`src/rtl/jzjpcc_mmio_ports.sv`:
```
// Memory-mapped 32-bit I/O ports: output/direction registers, synchronized
// inputs and per-bit change flags with a registered interrupt.
module jzjpcc_mmio_ports #(
    parameter int          NUM_PORTS   = 8,
    parameter int          SYNC_STAGES = 2,
    parameter logic [31:0] DATA_BASE   = 32'hFFFFFFE0
) (
    input  logic                   clock,
    input  logic                   reset,
    input  logic [31:2]            address,
    input  logic                   writeEnable,
    input  logic                   readEnable,
    input  logic [3:0]             byteEnable,
    input  logic [31:0]            writeData,
    output logic [31:0]            readData,
    output logic                   readValid,
    output logic                   hit,
    input  logic [NUM_PORTS*32-1:0] mmioInputs,
    output logic [NUM_PORTS*32-1:0] mmioOutputs,
    output logic [NUM_PORTS*32-1:0] mmioDirections,
    output logic                   changeIrq
);

    localparam int          W       = NUM_PORTS * 32;
    localparam int          ARM_MAX = SYNC_STAGES + 1;
    localparam logic [29:0] DATA_W  = DATA_BASE[31:2];
    localparam logic [29:0] DIR_W   = DATA_W - 30'(NUM_PORTS);
    localparam logic [29:0] FLG_W   = DATA_W - 30'(2 * NUM_PORTS);

    logic [W-1:0]  sin;
    logic [W-1:0]  outputs_q, outputs_d;
    logic [W-1:0]  directions_q, directions_d;
    logic [W-1:0]  flags_q, flags_d;
    logic [W-1:0]  prev_q, prev_d;
    logic [2:0]    arm_q, arm_d;
    logic [31:0]   read_data_q, read_data_d;
    logic          read_valid_q, read_valid_d;
    logic          irq_q, irq_d;
    logic [W-1:0]  w1c;
    logic [31:0]   bmask;
    logic          armed;

    generate
        if (SYNC_STAGES == 0) begin : g_direct
            assign sin = mmioInputs;
        end else begin : g_sync
            logic [W-1:0] sync_q [SYNC_STAGES];
            logic [W-1:0] sync_d [SYNC_STAGES];

            always_comb begin
                sync_d[0] = mmioInputs;
                for (int k = 1; k < SYNC_STAGES; k++) begin
                    sync_d[k] = sync_q[k-1];
                end
            end

            always_ff @(posedge clock) begin
                for (int k = 0; k < SYNC_STAGES; k++) begin
                    sync_q[k] <= reset ? sync_d[k] : '0;
                end
            end

            assign sin = sync_q[SYNC_STAGES-1];
        end
    endgenerate

    assign bmask = {{8{byteEnable[3]}}, {8{byteEnable[2]}},
                    {8{byteEnable[1]}}, {8{byteEnable[0]}}};
    assign armed = (arm_q == 3'(ARM_MAX));

    always_comb begin
        outputs_d    = outputs_q;
        directions_d = directions_q;
        w1c          = '0;
        read_data_d  = '0;
        hit          = 1'b0;
        for (int i = 0; i < NUM_PORTS; i++) begin
            if (address == DATA_W + 30'(i)) begin
                hit = 1'b1;
                if (readEnable) read_data_d = sin[i*32 +: 32];
                if (writeEnable) begin
                    outputs_d[i*32 +: 32] = (outputs_q[i*32 +: 32] & ~bmask)
                                          | (writeData & bmask);
                end
            end
            if (address == DIR_W + 30'(i)) begin
                hit = 1'b1;
                if (readEnable) read_data_d = directions_q[i*32 +: 32];
                if (writeEnable) begin
                    directions_d[i*32 +: 32] = (directions_q[i*32 +: 32] & ~bmask)
                                             | (writeData & bmask);
                end
            end
            if (address == FLG_W + 30'(i)) begin
                hit = 1'b1;
                if (readEnable) read_data_d = flags_q[i*32 +: 32];
                if (writeEnable) w1c[i*32 +: 32] = writeData & bmask;
            end
        end
        read_valid_d = readEnable && hit;
        prev_d       = sin;
        arm_d        = armed ? arm_q : arm_q + 3'd1;
        // A newly detected edge beats a coincident clear.
        flags_d      = (flags_q & ~w1c) | (armed ? (sin ^ prev_q) : '0);
        irq_d        = |flags_q;
    end

    always_ff @(posedge clock) begin
        if (!reset) begin
            outputs_q    <= '0;
            directions_q <= '0;
            flags_q      <= '0;
            prev_q       <= '0;
            arm_q        <= '0;
            read_data_q  <= '0;
            read_valid_q <= 1'b0;
            irq_q        <= 1'b0;
        end else begin
            outputs_q    <= outputs_d;
            directions_q <= directions_d;
            flags_q      <= flags_d;
            prev_q       <= prev_d;
            arm_q        <= arm_d;
            read_data_q  <= read_data_d;
            read_valid_q <= read_valid_d;
            irq_q        <= irq_d;
        end
    end

    assign readData       = read_data_q;
    assign readValid      = read_valid_q;
    assign mmioOutputs    = outputs_q;
    assign mmioDirections = directions_q;
    assign changeIrq      = irq_q;

endmodule

```
`config.mk`:
```
export PLATFORM = sky130hd
export DESIGN_NAME = jzjpcc_mmio_ports
export DESIGN_NICKNAME = d
export VERILOG_FILES = /design/src/rtl/jzjpcc_mmio_ports.sv
export SDC_FILE = /design/constraint.sdc
export NUM_CORES = 2
export LEC_CHECK = 0
export ABC_AREA = 1
export CAP_MARGIN = 20
export CORE_ASPECT_RATIO = 1.5
export CORE_MARGIN = 2
export CORE_UTILIZATION = 30
export DETAILED_ROUTE_END_ITERATION = 12
export PLACE_DENSITY = 0.61
export REMOVE_ABC_BUFFERS = 1
export SLEW_MARGIN = 20
export SYNTH_ARGS = -nofsm -noshare
export SYNTH_HDL_FRONTEND = slang
export SYNTH_SLANG_ARGS = --single-unit
export TNS_END_PERCENT = 10
```
`constraint.sdc`:
```
create_clock -name clock -period 4.05 [get_ports clock]
set_clock_uncertainty 0.2 [all_clocks]
set_input_delay 0.6075 -clock clock [delete_from_list [all_inputs] [get_ports clock]]
set_output_delay 0.6075 -clock clock [all_outputs]
set_load 0.1 [all_outputs]
```
# Word level (Yosys, flattened, before mapping)
# Memory sizes are Yosys's and may differ from the RTL's.
# Index checks and enable logic that the tools add are counted.
# word_totals
memories	1
register_bits	1061
out_inout_bits	547
ramBits	512
# op_classes
add_sub_neg	1
bitwise	38
reduce_logical	18
mux	84
eq_ne	25
# memory_table
memory	words	width	read_ports	rd_clocked_by_memory_dff	write_ports	line_no	rtl
g_sync.sync_q	2	256	2	0	2	47	logic [W-1:0] sync_q [SYNC_STAGES];
# ops
cell	n
$mux 32	57
$mux 256	3
$eq 30x30->1 const B	24
$and 32x32->32	17
$or 32x32->32	16
$and 256x256->256	1
$not 256->256	1
$or 256x256->256	1
$reduce_or 256->1	1
$xor 256x256->256	1
$not 32->32	1
$reduce_and 2->1	16
$mux 1	24
$add 3x1->3 const B	1
$eq 3x2->1 const B	1
$logic_and 1x1->1	1

# Logic depth before layout (Yosys ltp)
# depth
ltp_word	48
ltp_mapped	32

# Worst setup path before layout
# OpenSTA, ideal clock, no wires.
# synth_path
path_type	input -> output
from	in address[13] (netlist name)
to	out hit
n_path_buf	1
t_arrival_ps	2508
cell_stages	13
slack_ps	735
t_required_ps	3242
path_cell_list	nand2_1 nor2_1 nand2_2 nor2_1 inv_1 nor2_1 inv_1 nor2_1 clkbuf_1 nor4_1 nand3_1 nor3_1 inv_1
# synth_between
elab_chain_cells	25
# synth_lines
element	line_no	rtl
from (decl)	10	input logic [31:2] address,
$eq 30x30->1	78	if (address == DATA_W + 30'(i)) begin
$mux 1	78	
$mux 1	86	if (address == DIR_W + 30'(i)) begin
$mux 1	94	if (address == FLG_W + 30'(i)) begin
$mux 1	78	
$mux 1	86	
$mux 1	94	
$mux 1	78	
[... 9 more ...]	--	
$mux 1	86	
$mux 1	94	
$mux 1	78	
$mux 1	86	
$mux 1	94	
$mux 1	78	
$mux 1	86	
$mux 1 (*)	94	
to (decl)	17	output logic hit,
# Every way passes the cells marked *; elsewhere a longest branch is shown, timed or not.

# Final worst setup path
# layout_path
from	in address[27] (netlist name)
to	out hit
# Same word-level chain as after synthesis.

==> summary.txt <==
status -> completed
startpoint types -> input pin
clock sinks -> 1573
Via density -> 4.917
Yosys top cell by area -> dfxtp_1
FP Rows -> 205
FF+latch count, synth -> 1573
minimum clock period -> 3.969 ns
CP Depth -> 16
die height -> 563.1 um
Non-Filler Instances -> 12793
Max Root-Sink Buffers -> 4
multiplexer share of the synthesized area -> 0%
final net count -> 10283
YS warnings -> 0
die width -> 376.7 um
H-tree depth -> 4
RSZ-0062 raised after global routing -> true
Synth Instances -> 8958
gr usage total -> 29.93%
share of layout cells above drive strength 1 -> 8.930%
routability cong. -> 0.9652
maximum clock frequency -> 252.0 MHz
crit path max fanout -> 18
Final Hold Viols -> 0
area share of xor/xnor cells in the synthesized design -> 0.01401%
WL per Instance -> 25.84 um
DR DRC count -> 0
final-report setup violation count -> 0
fill count -> 21756
Initial DRT Pass Iterations -> 6
WP data required -> 3.24 ns
most frequent cells in the layout -> nand2_1 (2845), dfxtp_1 (1573), inv_1 (1350), a21oi_1 (1198), o21ai_0 (777)
core area -> 207500 um2
hpwl dp -> 251.8 mm
IO Port Bufs -> 872
clock root cell -> clkbuf_16
maximum VDD drop -> 0.0003038 V
CTS tree -> built
kind of critical path -> in -> out
initial antenna violation count -> 36
die area -> 212100 um2
Post-synth EDFFs -> 0
post-synthesis cell type count -> 31
P_leak -> 0.03840 uW
Synth Area in Compound Gates -> 16.06%
Reg2Reg Depth -> 5
Yosys top cell area share -> 50.37%
largest family of logic cells by synthesized area -> simple AND/OR/NAND/NOR gates
WL final -> 330.6 mm
area delta synth->final -> 31.93%
crit path capture type -> output pin
Period Utilization, post-route -> 98.00%
WP data arrival -> 3.16 ns
max incr delay on CP -> 0.46 ns
DR vias -> 62909
Top FF cell, synth -> dfxtp_1
Hold WC Path Type -> in -> reg
Max-Cap Viols -> 0
DR iter-0 viols -> 5794
Num CTS Buffers -> 167
Post-Place Cells -> 12470
starting density of the core -> 30.13%
Synth async-reset ratio -> 0%
Post-Synth Simple-Gate Area -> 22.34%
Syn Area/Cell -> 6.979 um2
clock-pin transition on the worst setup and hold timing paths -> 0.05 ns
buffer and inverter count on the worst path -> 7
critical path cell sequence -> clkdlybuf4s50_1 > nand2_1 > nor2_1 > nand2_1 > nor2_4 > buf_12 > buf_4 > nand2_2 > buf_4 > nor2_4 > buf_12 > nor4_1 > nand3_1 > nor3_2 > inv_1 > buf_12
Post-Synth Adder-Cell Area -> 0.04003%
global-route wire length before repair -> 451.9 mm
largest net degree at the start of global routing -> 185
Max Slew Vio Count -> 0
top cells by area, synth -> dfxtp_1 (50%), nand2_1 (17%), a21oi_1 (9.6%)
vias in the first global route -> 59794
register area share after synthesis -> 50.37%
Antenna Nets Post-Route -> 0
CP max-delay cell -> clkdlybuf4s50_1
Hold Path Depth -> 3
Hold Slack -> 0.08256 ns
power density cells -> 417.6 nW/um2
clock latency on the worst-skew pair -> 0.85 ns
I/O pin cnt -> 873
relative slew slack -> 20.42%
commonest non-fill, non-tap cell in the layout -> nand2_1
Worst Max-Slew Pin Slew -> 1.192 ns
Top cell by count, worst path -> buf_12
synthesized area -> 62520 um2
Crit path max-delay family -> buffers and inverters
grt ovf -> 0
[where the power goes]
part	switching, uW	total [uW]	internal (uW)	leakage (uW)
Sequential	350	16200	15900	0.0128
Clock	6780	15700	8870	0.00264
Combinational	1710	2550	838	0.0230
[path summary, 6_finish.rpt]
| kind | slack, ns | startpoint | endpoint |
|---|---|---|---|
| max | 0.08 | address[27] | hit |
| max reg2reg | 0.99 | flags_q[61] | changeIrq |
| min | 0.08 | mmioInputs[106] | g_sync.sync_q[0][106] |
| min reg2reg | 0.20 | g_sync.sync_q[0][211] | g_sync.sync_q[0][467] |
[cell families (layout without fill, tap and decap cells)]
family / count (synthesis) / after routing
other: 0 / 24
adder cells (fa/ha/maj): 2 / 2
XOR/XNOR: 1 / 1
buffers and inverters: 1839 / 2959
AND/OR/NAND/NOR: 3546 / 3546
flip-flops: 1573 / 1573
AO/OA/AOI/OAI: 1997 / 1997
[tightest hold or removal path, delay by kind of cell]
| kind | cells | cell delay [ns] |
|---|---|---|
| buffers and inverters | 2 | 0.42 |
| AND/OR/NAND/NOR | 1 | 0.06 |
[synthesized netlist by cell type, types with 3 or more instances]
master	instances
o21ai_0	778
nor2_1	334
nand4_1	29
nor2_2	5
buf_1	22
buf_6	4
nand2_2	3
buf_2	28
nor4_1	84
nor3_1	16
buf_4	6
dfxtp_1	1573
nand3_1	155
a21oi_1	1203
clkbuf_1	416
inv_1	1352
a22oi_1	14
inv_2	9
nand2_1	2893
nand3b_1	20
[metal layers]
metal / vias up / global-route usage [%] / wire, um
met5: - / 0 / 115
met3: 682 / 9.202 / 31440
li1: 29835 / - / -
met4: 20 / 17.39 / 21840
met1: 29635 / 34.23 / 126100
met2: 2737 / 49.15 / 151100
[cell type report]
cell class | instances | area (um2) | area share, %
Multi-Input combinational cell | 5546 | 24350 | 29.52
Antenna cell | 24 | 60.06 | 0.07281
Clock inverter | 63 | 693.2 | 0.8404
Clock buffer | 229 | 4713 | 5.714
Tap cell | 2691 | 3367 | 4.082
Inverter | 1363 | 5132 | 6.223
Timing Repair Buffer | 1304 | 12670 | 15.37
Sequential cell | 1573 | 31490 | 38.18
[per-stage QoR]
stage | instance area (um2) | setup WS (ns) | utilization, % | power [uW] | setup TNS [ns]
2_1_floorplan | 60640 | -2.799 | - | 17420 | -1932.87
3_3_place_gp | 76700 | -1.142 | 36.96 | 19070 | -26.46
3_5_place_dp | 76700 | -1.175 | 36.96 | 19100 | -27.00
4_1_cts | 82130 | 0.02966 | 39.58 | 34660 | 0
5_1_grt | 82440 | -0.01988 | 39.73 | 35430 | -0.06421
6_report | 82480 | 0.08113 | 39.75 | 34440 | 0
[timing repair]
| item | CTS | global route |
|---|---|---|
| resized for setup | 5 | 72 |
| hold buffers | 1 | 0 |
| buffers inserted | 0 | 3 |
| cloned | 0 | 3 |
| pin swaps | 0 | 11 |
| setup endpoints to repair | 6 | 30 |
| hold endpoints to repair | 1 | 0 |
(Power assumes the default switching activity.)
